===== src/rtl/input_cond_pkg.sv =====
// Shared constants and types for the button input conditioner.
//   STABLE_CYCLES_DEF  : default debounce hold time in clock cycles
//   REPEAT_DELAY_DEF   : default cycles from press to first auto-repeat
//   REPEAT_PERIOD_DEF  : default cycles between later auto-repeats
//   btn_ch_e           : channel index of each physical button
//   rep_phase_e        : auto-repeat phase (waiting first delay / periodic)
package input_cond_pkg;

  localparam int unsigned STABLE_CYCLES_DEF = 1000000;
  localparam int unsigned REPEAT_DELAY_DEF  = 25000000;
  localparam int unsigned REPEAT_PERIOD_DEF = 10000000;

  typedef enum logic [2:0] {
    CHOP  = 3'd0,
    LEFT  = 3'd1,
    RIGHT = 3'd2,
    UP    = 3'd3,
    DOWN  = 3'd4
  } btn_ch_e;

  typedef enum logic {
    RepDelay,
    RepPeriod
  } rep_phase_e;

endpackage


===== src/rtl/debounce_channel.sv =====
// One button channel: two-flop synchroniser, debounce counter, edge pulses
// and auto-repeat generator.
//   clk       : system clock, rising edge
//   rst       : synchronous active-high reset
//   noisy     : raw asynchronous button level, 1 = pressed
//   repeat_en : auto-repeat enable
//   clean     : debounced level
//   rise/fall : one-cycle press/release pulses, aligned with clean changing
//   evt       : one-cycle action pulse (press or auto-repeat)
module debounce_channel
  import input_cond_pkg::*;
#(
  parameter int unsigned STABLE_CYCLES = STABLE_CYCLES_DEF,
  parameter int unsigned REPEAT_DELAY  = REPEAT_DELAY_DEF,
  parameter int unsigned REPEAT_PERIOD = REPEAT_PERIOD_DEF
) (
  input  logic clk,
  input  logic rst,
  input  logic noisy,
  input  logic repeat_en,
  output logic clean,
  output logic rise,
  output logic fall,
  output logic evt
);

  localparam int unsigned CntW    = $clog2(STABLE_CYCLES);
  localparam int unsigned HoldMax = (REPEAT_DELAY > REPEAT_PERIOD) ? REPEAT_DELAY : REPEAT_PERIOD;
  // One extra count of headroom so hold_inc can reach HoldMax without wrapping.
  localparam int unsigned HoldW   = $clog2(HoldMax + 1);

  logic             sync1_q, sync2_q;
  logic [CntW-1:0]  stable_q, stable_d;
  logic             clean_q, clean_d;
  logic             rise_q, rise_d, fall_q, fall_d, evt_q, evt_d;
  logic [HoldW-1:0] hold_q, hold_d, hold_inc;
  rep_phase_e       phase_q, phase_d;
  logic             update;
  logic             rep_pulse;

  always_ff @(posedge clk) begin
    if (rst) begin
      sync1_q  <= 1'b0;
      sync2_q  <= 1'b0;
      stable_q <= '0;
      clean_q  <= 1'b0;
      rise_q   <= 1'b0;
      fall_q   <= 1'b0;
      evt_q    <= 1'b0;
      hold_q   <= '0;
      phase_q  <= RepDelay;
    end else begin
      sync1_q  <= noisy;
      sync2_q  <= sync1_q;
      stable_q <= stable_d;
      clean_q  <= clean_d;
      rise_q   <= rise_d;
      fall_q   <= fall_d;
      evt_q    <= evt_d;
      hold_q   <= hold_d;
      phase_q  <= phase_d;
    end
  end

  always_comb begin
    stable_d  = stable_q;
    clean_d   = clean_q;
    update    = 1'b0;
    hold_inc  = hold_q + HoldW'(1);
    hold_d    = '0;
    phase_d   = RepDelay;
    rep_pulse = 1'b0;

    // Any return to the clean level restarts the debounce window.
    if (sync2_q == clean_q) begin
      stable_d = '0;
    end else if (stable_q == CntW'(STABLE_CYCLES - 1)) begin
      clean_d  = sync2_q;
      stable_d = '0;
      update   = 1'b1;
    end else begin
      stable_d = stable_q + CntW'(1);
    end

    rise_d = update & sync2_q;
    fall_d = update & ~sync2_q;

    // Count only while held and enabled; a clean update (press or release)
    // restarts from zero, so no repeat can coincide with a release.
    if (clean_q && repeat_en && !update) begin
      hold_d  = hold_inc;
      phase_d = phase_q;
      if (phase_q == RepDelay && hold_inc == HoldW'(REPEAT_DELAY)) begin
        rep_pulse = 1'b1;
        hold_d    = '0;
        phase_d   = RepPeriod;
      end else if (phase_q == RepPeriod && hold_inc == HoldW'(REPEAT_PERIOD)) begin
        rep_pulse = 1'b1;
        hold_d    = '0;
      end
    end

    evt_d = rise_d | rep_pulse;
  end

  assign clean = clean_q;
  assign rise  = rise_q;
  assign fall  = fall_q;
  assign evt   = evt_q;

endmodule


===== src/rtl/input_conditioner.sv =====
// Multi-channel button conditioner: N_CH independent debounce/auto-repeat
// channels sharing one clock and synchronous reset.
//   clock_in  : system clock, rising edge
//   reset_in  : synchronous active-high reset
//   noisy_in  : raw asynchronous button levels, 1 = pressed
//   repeat_en : per-channel auto-repeat enable
//   clean_out : debounced levels
//   rise_out  : one-cycle press pulses
//   fall_out  : one-cycle release pulses
//   event_out : one-cycle action pulses (press or auto-repeat)
module input_conditioner
  import input_cond_pkg::*;
#(
  parameter int unsigned N_CH          = 5,
  parameter int unsigned STABLE_CYCLES = STABLE_CYCLES_DEF,
  parameter int unsigned REPEAT_DELAY  = REPEAT_DELAY_DEF,
  parameter int unsigned REPEAT_PERIOD = REPEAT_PERIOD_DEF
) (
  input  logic            clock_in,
  input  logic            reset_in,
  input  logic [N_CH-1:0] noisy_in,
  input  logic [N_CH-1:0] repeat_en,
  output logic [N_CH-1:0] clean_out,
  output logic [N_CH-1:0] rise_out,
  output logic [N_CH-1:0] fall_out,
  output logic [N_CH-1:0] event_out
);

  for (genvar i = 0; i < N_CH; i++) begin : g_ch
    debounce_channel #(
      .STABLE_CYCLES(STABLE_CYCLES),
      .REPEAT_DELAY (REPEAT_DELAY),
      .REPEAT_PERIOD(REPEAT_PERIOD)
    ) u_ch (
      .clk      (clock_in),
      .rst      (reset_in),
      .noisy    (noisy_in[i]),
      .repeat_en(repeat_en[i]),
      .clean    (clean_out[i]),
      .rise     (rise_out[i]),
      .fall     (fall_out[i]),
      .evt      (event_out[i])
    );
  end

endmodule


===== config.mk =====
export PLATFORM = sky130hd
export DESIGN_NAME = input_conditioner
export DESIGN_NICKNAME = d
export VERILOG_FILES = /design/src/rtl/input_cond_pkg.sv /design/src/rtl/debounce_channel.sv /design/src/rtl/input_conditioner.sv
export SDC_FILE = /design/constraint.sdc
export NUM_CORES = 1
export LEC_CHECK = 0
export ABC_AREA = 0
export ABC_CLOCK_PERIOD_IN_PS = 4300
export CAP_MARGIN = 20
export CORE_AREA = 3 3 194 234
export CTS_BUF_LIST = sky130_fd_sc_hd__clkbuf_16
export DETAILED_ROUTE_END_ITERATION = 10
export DIE_AREA = 0 0 197 237
export SYNTH_ARGS = -nofsm -noshare
export SYNTH_HDL_FRONTEND = slang
export SYNTH_SLANG_ARGS = --single-unit

===== constraint.sdc =====
create_clock -name clock_in -period 4.3 [get_ports clock_in]
set_clock_uncertainty 0.15 [all_clocks]
set_input_delay 0.645 -clock clock_in [delete_from_list [all_inputs] [get_ports clock_in]]
set_output_delay 0.645 -clock clock_in [all_outputs]
set_load 0.01 [all_outputs]

# == Yosys cells after proc, flatten, opt, wreduce, memory -nomap -nowiden ==
# Index checks and enable logic that the tools add are counted.
# word_totals
ff_bits,260
out_inout_bits,20
wordCells,180
in_bits,12
# op_classes
muxes,25
eq_ne,20
reduce_logical,45
n_bitwise,35
addsub,10
# op_table
op,count
adder 25 x 1 -> 25 bit (second input constant),5
equality test 25 x 24 -> 1 bit (second input constant),5
equality test 25 bit (second input constant),5
adder 20 x 1 -> 20 bit (second input constant),5
equality test 20 bit (second input constant),5
two-way mux 1 bit,25
logical AND 1 bit,20
NOT 1 bit,20
OR reduction 4 bit,5
OR reduction 3 bit,5
AND 1 bit,10
AND reduction 2 bit,5
OR reduction 2 bit,5
equality test 1 bit,5
logical NOT 1 bit,5
OR 1 bit,5

# == Logic depth before layout (Yosys ltp) ==
# Gate-level depths: netlist of run 1.
# depth
word_depth,7
depth_mapped,13
depth_no_buf,9

# == By module ==
# From an unflattened synthesis of run 1, not the netlist that was laid out.
# hier_totals
hier_cells,1755
area_unflattened_um2,15102.0
# by_module_without_submodules
module,instances,cells_per_inst,area_each_um2
debounce_channel,5,351,3020.4

# == Worst setup path before layout of run 1 ==
# Ideal clock, no wire load.
# synth_timing
kind,reg-to-reg
startpoint,register g_ch[4].u_ch.hold_q[0]
endpoint,register g_ch[4].u_ch.hold_q[11]
path_buffers,4
stages_incl_launch_ff,14
required_ps,4018
t_arrival_ps,2899
setup_slack_ps,1119
cell_sequence,dfxtp_1 ha_1 buf_2 and3_1 clkbuf_1 nand2_1 or4_1 and2_1 nor4_1 a32o_1 and2_1 buf_4 buf_4 nor3_1
# synth_via
elab_chain_len,4
# synth_rtl
item,line,source
"start, declared",debounce_channel.sv:36,"logic [HoldW-1:0] hold_q, hold_d, hold_inc;"
"start signal, assigned",debounce_channel.sv:60,hold_q <= hold_d;
adder 25 x 1 -> 25 bit *,debounce_channel.sv:69,hold_inc = hold_q + HoldW'(1);
equality test 25 x 24 -> 1 bit or equality test 25 bit (tied branches),"debounce_channel.sv:97, debounce_channel.sv:93",
"logical AND 1 bit, on equally long branches","debounce_channel.sv:97, debounce_channel.sv:93",
OR reduction 4 bit (no line),-,
# Every way passes the cells marked *; elsewhere a longest branch is shown, timed or not.
# A chain may end at the register's enable or synchronous reset.

# == Worst setup path after layout of run 1 ==
# layout_timing
startpoint,register g_ch[2].u_ch.hold_q[0]
endpoint,register g_ch[2].u_ch.hold_q[15]
# layout_via
elab_chain_len,4
# layout_rtl
item,line
"start, declared",debounce_channel.sv:36
"start signal, assigned",debounce_channel.sv:60
adder 25 x 1 -> 25 bit *,debounce_channel.sv:69
equality test 25 x 24 -> 1 bit or equality test 25 bit (tied branches),"debounce_channel.sv:97, debounce_channel.sv:93"
"logical AND 1 bit, on equally long branches","debounce_channel.sv:97, debounce_channel.sv:93"
OR reduction 4 bit (no line),-
# Marks and branches as above.

==> results of run 1 <==
## worst paths after layout
path                                                 to  slack, ps  depth (start not counted)
worst max-delay path            g_ch[2].u_ch.hold_q[15]        610                         10
worst max register to register  g_ch[2].u_ch.hold_q[15]        610                         10
worst min-delay path               g_ch[4].u_ch.sync2_q        290                          1
worst min register to register     g_ch[4].u_ch.sync2_q        290                          1
## where the power goes
group / switching [mW] / leakage, nW / internal (mW)
registers: 0.00434 / 2.10 / 2.42
clock network: 1.06 / 0.540 / 1.66
logic: 0.0192 / 1.81 / 0.0149
total: 1.08 / 4.45 / 4.09
## Yosys cell counts (4+ instances only)
master                      count  share of area [%]
sky130_fd_sc_hd__o31ai_1        7               0.41
sky130_fd_sc_hd__nand4_1       55                2.7
sky130_fd_sc_hd__nand4b_1       6               0.41
sky130_fd_sc_hd__nor4b_1       15                1.0
sky130_fd_sc_hd__clkbuf_1      41                1.2
sky130_fd_sc_hd__nand2b_1      14               0.68
sky130_fd_sc_hd__a31o_2         4               0.27
sky130_fd_sc_hd__and3_1        45                2.2
sky130_fd_sc_hd__or4b_2         4               0.31
sky130_fd_sc_hd__o211ai_1       4               0.23
sky130_fd_sc_hd__o21ai_0       24               0.93
sky130_fd_sc_hd__dfxtp_1      260                 40
sky130_fd_sc_hd__mux2i_1       14                1.1
sky130_fd_sc_hd__or4_1         15               0.87
sky130_fd_sc_hd__nor2_1       268                7.8
sky130_fd_sc_hd__nand2_1      100                2.9
sky130_fd_sc_hd__or3_1         19               0.92
sky130_fd_sc_hd__a21oi_1       30                1.2
sky130_fd_sc_hd__o2111ai_1      5               0.34
sky130_fd_sc_hd__a31oi_1        7               0.34
sky130_fd_sc_hd__and2_1        16               0.77
sky130_fd_sc_hd__nor3b_1        9               0.52
sky130_fd_sc_hd__buf_2         15               0.58
sky130_fd_sc_hd__inv_1         31               0.90
sky130_fd_sc_hd__xor2_1        92                6.2
sky130_fd_sc_hd__nand3_1       99                3.8
sky130_fd_sc_hd__buf_4         24                1.4
sky130_fd_sc_hd__a211oi_1       5               0.29
sky130_fd_sc_hd__ha_1          11                1.1
sky130_fd_sc_hd__o21bai_1       5               0.29
sky130_fd_sc_hd__and4_1        16                1.1
sky130_fd_sc_hd__nor4_1        44                2.1
sky130_fd_sc_hd__nor2b_1       22                1.1
sky130_fd_sc_hd__nor3_1        53                2.0
sky130_fd_sc_hd__xnor2_1      108                7.3
## per-stage QoR
| stage | utilization (%) | setup slack [ps] | hold WS [ps] | instance area (um^2) |
|---|---|---|---|---|
| 2_1_floorplan | - | 1119 | 263.8 | 12960 |
| 3_3_place_gp | 31.24 | 645.6 | 275.0 | 13590 |
| 3_5_place_dp | 31.24 | 638.3 | 276.1 | 13590 |
| 4_1_cts | 33.72 | 604.3 | 288.9 | 14670 |
| 5_1_grt | 33.72 | 224.7 | 297.8 | 14670 |
| 6_report | 33.72 | 613.0 | 286.0 | 14670 |
## area by class of cell
type	instances	area [um^2]	share of cell area, %
Clock buffer	37	925.9	6.310
Timing Repair Buffer	39	370.4	2.524
Sequential cell	260	5205	35.47
Clock inverter	21	155.1	1.057
Tap cell	559	699.4	4.767
Inverter	32	120.1	0.8186
Multi-Input combinational cell	1180	7197	49.05
## critical path: stages, from the launching register on
cell                       delay (ps)
sky130_fd_sc_hd__dfxtp_1          420
sky130_fd_sc_hd__ha_1             350
sky130_fd_sc_hd__and4_1           300
sky130_fd_sc_hd__nand4_1          340
sky130_fd_sc_hd__nor3_1           390
sky130_fd_sc_hd__o32ai_1          160
sky130_fd_sc_hd__nor3_1           240
sky130_fd_sc_hd__or4b_1           460
sky130_fd_sc_hd__o211ai_1         380
sky130_fd_sc_hd__buf_4            300
sky130_fd_sc_hd__nor2_1            50
## layer usage
layer,vias up,GRT usage (%),routed length (um)
met4,0,5.272,945
met5,-,0,0
met2,173,19.58,12740
li1,5420,-,-
met1,4892,15.23,13120
met3,71,2.348,1102
## flip-flops by register name, summed over array words and instances, names as in the netlist
signal,flops
g_ch.u_ch.stable_q,100
g_ch.u_ch.phase_q,5
g_ch.u_ch.fall,5
g_ch.u_ch.sync1_q,5
g_ch.u_ch.evt,5
g_ch.u_ch.clean,5
g_ch.u_ch.sync2_q,5
g_ch.u_ch.rise,5
g_ch.u_ch.hold_q,125
## kinds of logic (layout without fill, tap and decap cells)
family                   after synthesis  after routing
AO/OA/AOI/OAI                        130            130
XOR/XNOR                             200            200
adder cells (fa/ha/maj)               11             11
buffers and inverters                116            129
flip-flops                           260            260
multiplexers                          16             16
AND/OR/NAND/NOR                      823            823
## cell usage in the layout (no fill, tap or decap), drive strengths merged, types with 30 or more instances in the layout
cell type,n
a21oi,30
and3,45
clkbuf,37
clkdlybuf4s50,31
dfxtp,260
inv,37
nand2,100
nand3,100
nand4,56
nor2,268
nor3,53
nor4,44
xnor2,108
xor2,92
==> implementation parameters, run 1 <==
Parameter                              Value

Global route
  Pin count of the biggest net entering global routing    30
  Residual overflow from global routing    0
  Antenna violations before repair    0
  Via count of the first global-routing pass    10190
  Tot GR Track Use    11.94%
  Wire length of the first global-routing pass    47650 um

Synthesis
  Number of warnings reported in the yosys synthesis log    0
  Syn nets    1579
  Basic-gate share of the synthesized area counting and, or, nand and nor cells    32.71%
  Synthesis-stage register bit count    260
  Share of cell area taken by muxes after synthesis    1.255%
  Distinct cell type count of the synthesized netlist    74
  Part of the Yosys area used for sequential elements    40.15%
  Cells after Synth    1556
  Synth Area in Compound Gates    6.979%
  Synthesized-area fraction occupied by adder cells    1.062%
  Synth async-reset ratio    0%
  Netlist area before placement    12960 um^2
  Post-synth EDFFs    0
  Most used DFF post-synth    sky130_fd_sc_hd__dfxtp_1
  Syn avg cell area    8.331 um^2
  Post-synthesis xor/xnor area fraction    13.51%
  Dominant combinational cell family by area after synthesis    simple AND/OR/NAND/NOR gates

Clock network
  CTS HTree Levels    2
  Postcts setup bufs    0
  Total of hold buffers inserted after clock tree synthesis    0
  TritonCTS buffer count    34
  Count of clock tree sinks    260
  Clock latency on the worst-skew pair    530 ps
  Clk Tree Root Cell    sky130_fd_sc_hd__clkbuf_16
  Buffer depth of the longest clock path    3
  Quantity of gates resized following cts    0
  Clock edge transition at the registers on the reported setup and hold paths    50 ps
  TritonCTS clock tree    yes

Finish
  Number of inserted filler cells in the final layout    4544
  Proportion of layout cells with a drive suffix above 1    4.844%
  Fin cells    2128
  Antenna diode count    0
  Final net count    1570
  Synthesis-to-layout area growth    13.19%

Critical path
  Critical path origin    g_ch[2].u_ch.hold_q[0]
  Data arrival time of the critical path    3940 ps
  Worst Path Required    4550 ps
  Kind of end point of the critical path    register
  Critical setup path kind    reg2reg
  CP max FO    10
  Worst R2R Start    g_ch[2].u_ch.hold_q[0]
  Critical Path Source Type    register

Floorplan
  Row count    84
  Die Height    237 um
  Full die area    46690 um^2
  I/O pin count    32
  Core area    43510 um^2
  Initial cell density of the core    29.79%
  Horizontal die dimension    197 um

Hold path
  Worst hold path type    reg2reg
  Min-delay src    g_ch[4].u_ch.sync1_q

STA
  Final number of max-transition violations    0
  Worst-margin pin slew    880.2 ps
  Unrepaired setup endpoints after global routing    no
  Upper clock frequency limit    271.2 MHz
  Final sum of negative setup slack    0 ps
  Total of endpoints with negative setup slack in the final report    0
  Hold Vio Cnt, Final    0
  Remaining max-slew budget at the tightest pin    41.15%
  Crit share post-route    85.74%
  Crit path time final    3687 ps

Pwr
  Final Total Pwr    5.171 mW
  Maximum VDD drop    0.0002601 V
  Power Density    352.4 nW/um^2
  Static leakage power    4.447 nW

Run status
  Result of the run    finished, final reports clean

Route
  Wire length after detailed routing    27910 um
  DRC violations left    0
  Average wire per standard cell    13.12 um
  Iteration-0 DRC Markers    528
  ANT nets after route    0
  Via count normalized by instance count    4.961
  Total number of vias    10560
  Detailed Routing Iterations Pass 1    5

Place
  Number of I/O port buffers    31
  Gpl congestion    0.8453
  Placed wire-length estimate after detailed placement    19660 um
  Placed Instances    2070

Flow run
  Number of max-cap violations    0
Note: power is estimated with default switching activity, not from simulation.
==> run 2: changes to the inputs <==
Settings changed: CTS_CLUSTER_DIAMETER from default to 30.
==> run 2 against run 1 <==
Net effect:
- die area unchanged
- sequential cell count unchanged
- first-iteration DRC count up 9.7%
- non-clock buffer count unchanged
- critical path depth unchanged
- final area up 8.1%
- largest cell class unchanged
- routed wire length up 2.9%
- highest routed layer unchanged
- worst hold slack worse by 4.3 ps
- fmax up 0.55%
==> implementation parameters, run 2 (synthesized netlist as in run 1, its figures left out) <==
Parameter                              Value

Run status
  Result of the run    finished, final reports clean

Place
  Placement Cell Area    13590 um^2 (unchanged)
  Placed Instances    2070 (unchanged)
  Placed wire-length estimate after detailed placement    19660 um (unchanged)
  Number of I/O port buffers    31 (unchanged)
  Gpl congestion    0.8453 (unchanged)

Critical path
  Critical path cell sequence    ha_1 -> and4_1 -> nand4_1 -> nor3_1 -> o32ai_1 -> nor3_1 -> or4b_1 -> o211ai_1 -> buf_4 -> nor2_1
  Critical setup path kind    reg2reg
  Largest delay contributor family on the critical path    simple AND/OR/NAND/NOR gates
  Cell with the largest stage delay on the worst path    sky130_fd_sc_hd__or4b_1
  Worst path bufs/invs    1 (unchanged)
  Critical Path Source Type    register
  Worst Path Required    4580 ps (+30 ps)
  Data arrival time of the critical path    3950 ps (about the same)
  CP max FO    10 (unchanged)
  Maximum single-stage delay on the critical path    470 ps (about the same)
  CP most frequent cell    sky130_fd_sc_hd__nor3_1
  Kind of end point of the critical path    register

Finish
  Cell area after layout    15860 um^2 (+8.1%)
  Largest register FFs    125 (unchanged)
  Final net count    1605 (+2.2%)
  Proportion of layout cells with a drive suffix above 1    7.721% (+2.9 points)
  Fin cells    2192 (+3.0%)
  Most flops, register    g_ch.u_ch.hold_q
  Number of inserted filler cells in the final layout    4455 (-2.0%)
  Most used cells in the layout excluding fill and tap cells    268 x sky130_fd_sc_hd__nor2_1, 260 x sky130_fd_sc_hd__dfxtp_1, 108 x sky130_fd_sc_hd__xnor2_1, 100 x sky130_fd_sc_hd__nand2_1, 99 x sky130_fd_sc_hd__nand3_1
  Leading cell type in the layout, fill and taps excluded    sky130_fd_sc_hd__nor2_1
  Largest registers    g_ch.u_ch.hold_q x125, g_ch.u_ch.stable_q x100
  Synthesis-to-layout area growth    22.35%

STA
  Crit share post-route    85.28% (-0.47 points)
  Worst-margin pin slew    887.5 ps (+7.273 ps)
  Remaining max-slew budget at the tightest pin    40.66% (-0.49 points)
  Final number of max-transition violations    0 (unchanged)
  Unrepaired setup endpoints after global routing    no
  Hold Vio Cnt, Final    0 (unchanged)
  Crit path time final    3667 ps (-20.07 ps)
  Upper clock frequency limit    272.7 MHz (+0.55%)
  Total of endpoints with negative setup slack in the final report    0 (unchanged)
  Final sum of negative setup slack    0 ps (unchanged)

Floorplan
  Initial cell density of the core    29.79% (unchanged)
  Full die area    46690 um^2 (unchanged)
  Horizontal die dimension    197 um (unchanged)
  I/O pin count    32 (unchanged)
  Die Height    237 um (unchanged)
  Core area    43510 um^2 (unchanged)
  Row count    84 (unchanged)

Pwr
  Static leakage power    5.026 nW (+13%)
  Final Total Pwr    7.381 mW (+43%)
  Power Density    465.4 nW/um^2 (+32%)
  Maximum VDD drop    0.0003668 V (+41%)

Route
  Wire length after detailed routing    28730 um (+2.9%)
  DRC violations left    0 (unchanged)
  Uppermost signal routing layer after detailed routing    met4
  Met1 WL    13190 um (+0.55%)
  Via count normalized by instance count    4.947 (-0.27%)
  ANT nets after route    0 (unchanged)
  Met3 wire length    1320 um (+20%)
  Detailed Routing Iterations Pass 1    5 (unchanged)
  Routed met2 length    13270 um (+4.2%)
  Total number of vias    10840 (+2.7%)
  Average wire per standard cell    13.11 um (about the same)
  Iteration-0 DRC Markers    579 (+9.7%)

Global route
  Antenna violations before repair    0 (unchanged)
  Residual overflow from global routing    0 (unchanged)
  Wire length of the first global-routing pass    48800 um (+2.4%)
  Pin count of the biggest net entering global routing    30 (unchanged)
  Tot GR Track Use    12.28% (+0.34 points)
  Via count of the first global-routing pass    10600 (+4.0%)

Flow run
  Number of max-cap violations    0 (unchanged)

Hold path
  Worst hold path type    reg2reg

Clock network
  Buffer depth of the longest clock path    3 (unchanged)
  Count of clock tree sinks    260 (unchanged)
  Clock latency on the worst-skew pair    570 ps (+40 ps)
  Total of hold buffers inserted after clock tree synthesis    0 (unchanged)
  Clk Tree Root Cell    sky130_fd_sc_hd__clkbuf_16
  CTS HTree Levels    3 (+1)
  Quantity of gates resized following cts    0 (unchanged)
  Postcts setup bufs    0 (unchanged)
  TritonCTS clock tree    yes
  TritonCTS buffer count    69 (+100%)
  Clock edge transition at the registers on the reported setup and hold paths    40 ps (about the same)
==> run 2: area by class of cell <==
cell class / count / area (um^2) / area share, %
diodes: 1 / 2.502 / 0.01578
well taps: 559 / 699.4 / 4.410
clock buffers: 70 / 1752 / 11.05
multi-input cells: 1180 / 7197 / 45.38
clock inverters: 51 / 513.0 / 3.235
repair buffers: 39 / 370.4 / 2.335
inverters: 32 / 120.1 / 0.7574
flip-flops and latches: 260 / 5205 / 32.82
==> run 2: worst paths after layout <==
check	start	endpoint	slack, ps	cells after the start
max reg2reg	g_ch[2].u_ch.hold_q[1]	g_ch[2].u_ch.hold_q[15]	630	10
min	g_ch[4].u_ch.sync1_q	g_ch[4].u_ch.sync2_q	280	1
min reg2reg	g_ch[4].u_ch.sync1_q	g_ch[4].u_ch.sync2_q	280	1
max	g_ch[2].u_ch.hold_q[1]	g_ch[2].u_ch.hold_q[15]	630	10
==> run 2: metal layers <==
layer | global-route usage, % | vias to the layer above
met5 | 0 | -
met4 | 6.504 | 0
met3 | 2.988 | 73
met2 | 19.95 | 212
met1 | 15.02 | 5042
li1 | - | 5517
==> run 2: power by group <==
part           switching (mW)  leakage [nW]  internal [mW]
Clock                    1.51          1.12           3.41
Combinational          0.0193          1.81         0.0149
Sequential            0.00443          2.10           2.43
==> run 2: through the flow <==
| stage | setup WS [ps] | hold WS (ps) | utilization (%) |
|---|---|---|---|
| 6_report | 633.0 | 281.7 | 36.45 |
| 5_1_grt | 226.2 | 294.6 | 36.44 |
| 4_1_cts | 600.9 | 285.8 | 36.44 |
| 3_5_place_dp | 638.3 | 276.1 | 31.24 |
| 3_3_place_gp | 645.6 | 275.0 | 31.24 |
| 2_1_floorplan | 1119 | 263.8 | - |
==> run 3: changes to the inputs <==
Settings changed: CORE_AREA 3 3 194 234 to 3 3 209 252, CTS_BUF_LIST sky130_fd_sc_hd__clkbuf_16 to sky130_fd_sc_hd__clkbuf_4 sky130_fd_sc_hd__clkbuf_8, DIE_AREA 0 0 197 237 to 0 0 212 255, SYNTH_HIERARCHICAL from default to 1.
==> run 3 against run 2 <==
Net effect:
- sequential power about the same
- global-route usage rose by 1.2 points
- fmax down 1.1%
- core utilization is 2.4 points lower
- register-to-register slack worse by 40 ps
- largest power group unchanged
- first-iteration DRC count is 21% higher
- synthesized cell count increased by 13%
- die area rose by 16%
- critical path type unchanged
- clock-buffer cell count grew 8
==> implementation parameters, run 3 <==
Parameter                              Value

Run status
  Result of the run    finished, final reports clean

Finish
  Antenna diode count    0 (-1)
  Area occupied by registers    5205 um^2 (unchanged)
  Largest register FFs    125 (unchanged)
  Final net count    1766 (+10%)
  Area used by multi-input combinational logic    9178 um^2 (+28%)
  Most flops, register    g_ch.u_ch/hold_q
  Largest registers    g_ch.u_ch/hold_q x125, g_ch.u_ch/stable_q x100
  Post-Route Utilization    34.02% (-2.4 points)
  Synthesis-to-layout area growth    13.40%
  Leading cell type in the layout, fill and taps excluded    sky130_fd_sc_hd__dfxtp_1
  Proportion of layout cells with a drive suffix above 1    13.27% (+5.6 points)
  Most used cells in the layout excluding fill and tap cells    260 x sky130_fd_sc_hd__dfxtp_1, 190 x sky130_fd_sc_hd__nor2_1, 125 x sky130_fd_sc_hd__nand3_1, 90 x sky130_fd_sc_hd__nand2_1, 85 x sky130_fd_sc_hd__xor2_1
  Number of inserted filler cells in the final layout    5124 (+15%)

STA
  Total of endpoints with negative setup slack in the final report    0 (unchanged)
  Remaining max-slew budget at the tightest pin    33.87% (-6.8 points)
  Worst-margin pin slew    992.0 ps (+104.5 ps)
  Unrepaired setup endpoints after global routing    no
  Final sum of negative setup slack    0 ps (unchanged)
  Final number of max-transition violations    0 (unchanged)
  Crit path time final    3709 ps (+42.02 ps)
  Hold Vio Cnt, Final    0 (unchanged)
  Upper clock frequency limit    269.6 MHz (-1.1%)
  Crit share post-route    86.26% (+0.98 points)

Synthesis
  Leading post-synthesis cells by cell area    sky130_fd_sc_hd__dfxtp_1 34%, sky130_fd_sc_hd__xor2_1 4.9%, sky130_fd_sc_hd__nor2_1 4.7%
  Netlist area before placement    15100 um^2 (+17%)
  Syn avg cell area    8.605 um^2 (+3.3%)
  Top cells by instance count after synthesis    260 x sky130_fd_sc_hd__dfxtp_1, 190 x sky130_fd_sc_hd__nor2_1, 125 x sky130_fd_sc_hd__nand3_1
  Synth async-reset ratio    0% (unchanged)
  Cells after Synth    1755 (+13%)
  Distinct cell type count of the synthesized netlist    60 (-19%)
  Post-synth top area share    34.47% (-5.7 points)
  Synthesis-stage register bit count    260 (unchanged)
  Cell type contributing the most total cell area after synthesis    sky130_fd_sc_hd__dfxtp_1
  Number of warnings reported in the yosys synthesis log    6 (+6)
  Syn nets    1777 (+13%)
  Part of the Yosys area used for sequential elements    34.47% (-5.7 points)
  Most common cell in the netlist    sky130_fd_sc_hd__dfxtp_1
  Most used DFF post-synth    sky130_fd_sc_hd__dfxtp_1
  Post-synth EDFFs    0 (unchanged)

Pwr
  Static leakage power    5.044 nW (+0.36%)
  Sequential fraction of design power    42.5% (+9.6 points)
  Internal portion of total power    4.463 mW (-24%)
  Switching part of the total    21.65% (+0.92 points)
  Power Density    332.6 nW/um^2 (-29%)
  Gate power share    0.6% (about the same)
  Fraction of power consumed by the clock network    56.9% (-9.7 points)
  Maximum VDD drop    0.0002335 V (-36%)
  Switching component of the power    1.233 mW (-19%)

Place
  Number of I/O port buffers    31 (unchanged)
  Gpl congestion    0.8856 (+4.8%)
  Placed wire-length estimate after detailed placement    26280 um (+34%)

Clock network
  Clock edge transition at the registers on the reported setup and hold paths    60 ps (+20 ps)
  Clk Tree Root Cell    sky130_fd_sc_hd__clkbuf_8
  CTS HTree Levels    2 (-1)
  Total of hold buffers inserted after clock tree synthesis    0 (unchanged)
  Quantity of gates resized following cts    0 (unchanged)
  Count of clock tree sinks    260 (unchanged)
  TritonCTS clock tree    yes
  Buffer depth of the longest clock path    3 (unchanged)
  Postcts setup bufs    0 (unchanged)
  Clock latency on the worst-skew pair    660 ps (+90 ps)
  TritonCTS buffer count    58 (-16%)

Global route
  Tot GR Track Use    13.44% (+1.2 points)
  Via count of the first global-routing pass    12670 (+19%)
  Pin count of the biggest net entering global routing    29 (-3.3%)
  Residual overflow from global routing    0 (unchanged)
  Wire length of the first global-routing pass    61890 um (+27%)
  Antenna violations before repair    0 (unchanged)

Critical path
  Kind of end point of the critical path    register
  Logic depth of the worst register-to-register path    8 (-2)
  Data arrival time of the critical path    4040 ps (+90 ps)
  Worst Path Required    4630 ps (+50 ps)
  Critical Path Source Type    register
  CP max FO    13 (+3)
  Critical setup path kind    reg2reg

Route
  Iteration-0 DRC Markers    701 (+21%)
  Total number of vias    13290 (+23%)
  ANT nets after route    0 (unchanged)
  DRC violations left    0 (unchanged)
  Average wire per standard cell    15.24 um (+16%)
  Wire length after detailed routing    37150 um (+29%)
  Detailed Routing Iterations Pass 1    5 (unchanged)
  Via count normalized by instance count    5.453 (+10%)

Floorplan
  Core area    50340 um^2 (+16%)
  Horizontal die dimension    212 um (+7.6%)
  Initial cell density of the core    30.00% (+0.21 points)
  Row count    90 (+7.1%)
  Die Height    255 um (+7.6%)
  I/O pin count    32 (unchanged)
  Full die area    54060 um^2 (+16%)

Hold path
  Hold path cells    1 (unchanged)
  Worst hold path type    reg2reg

Flow run
  Number of max-cap violations    0 (unchanged)
## run 3: cell count changes in the layout (fill, tap and decap cells not counted), moves of 26 or more
| cell | previous run | this run |
|---|---|---|
| sky130_fd_sc_hd__clkbuf_8 | 0 | 68 |
| sky130_fd_sc_hd__nand3_1 | 99 | 125 |
| sky130_fd_sc_hd__nor3_2 | 0 | 50 |
| sky130_fd_sc_hd__xnor2_1 | 108 | 75 |
| sky130_fd_sc_hd__clkbuf_16 | 70 | 0 |
| sky130_fd_sc_hd__nor2_1 | 268 | 190 |
## run 3: kinds of logic after synthesis
family,Yosys count,share of synthesized area [%]
XOR/XNOR,160,9.279
adder cells (fa/ha/maj),10,0.8285
buffers and inverters,150,4.971
AND/OR/NAND/NOR,915,36.50
AO/OA/AOI/OAI,250,13.30
flip-flops,260,34.47
multiplexers,10,0.6628
## run 3: final timing paths
check,start,to,slack (ps)
min reg2reg,g_ch[3].u_ch/sync1_q,g_ch[3].u_ch/sync2_q,290
max,g_ch[1].u_ch/hold_q[5],g_ch[1].u_ch/hold_q[9],590
min,g_ch[3].u_ch/sync1_q,g_ch[3].u_ch/sync2_q,290
max reg2reg,g_ch[1].u_ch/hold_q[5],g_ch[1].u_ch/hold_q[9],590
## run 3: critical path, cell delays in order, from the launching register on
cell and delay, ps:
sky130_fd_sc_hd__dfxtp_1 530, sky130_fd_sc_hd__nand4_2 350, sky130_fd_sc_hd__or4_1 830, sky130_fd_sc_hd__nor4_4 230, sky130_fd_sc_hd__nor2_1 120, sky130_fd_sc_hd__or3_1 390, sky130_fd_sc_hd__o32ai_4 560, sky130_fd_sc_hd__buf_4 310
sky130_fd_sc_hd__a211oi_1 70
## run 3: area by class of cell
class	instances	area share, %
Sequential cell	260	30.39
Inverter	35	0.7671
Timing Repair Buffer	44	2.352
Tap cell	644	4.705
Clock buffer	78	5.903
Clock inverter	31	2.294
Multi-Input combinational cell	1345	53.59
## run 3: power groups by stage
| stage | logic, mW | clock network [mW] | registers, mW |
|---|---|---|---|
| 2_1_floorplan | 0.0130 | 0 | 2.47 |
| 3_3_place_gp | 0.0340 | 0 | 2.47 |
| 3_5_place_dp | 0.0347 | 0 | 2.47 |
| 4_1_cts | 0.0348 | 3.37 | 2.42 |
| 5_1_grt | 0.0376 | 3.48 | 2.42 |
| 6_report | 0.0336 | 3.24 | 2.42 |
## run 3: metal layers
metal  GRT usage (%)  up-vias  routed length (um)
met3           2.893       98                1776
met1           15.88     6293               15820
li1                -     6579                   -
met5               0        -                   0
met4           5.494        0                1215
met2           23.66      320               18340
## run 3: per-stage QoR
stage               hold WS (ps)  setup slack [ps]  power [mW]  area [um^2]  instances
finish                     287.4             591.0       5.696        17130       2437
CTS                        287.8             605.3       5.823        17130       2437
global route               290.5             271.1       5.942        17130       2437
global placement           272.1             702.4       2.507        15720       2328
floorplan                  263.8              1365       2.484        15100       1755
detailed placement         275.6             596.0       2.507        15720       2328
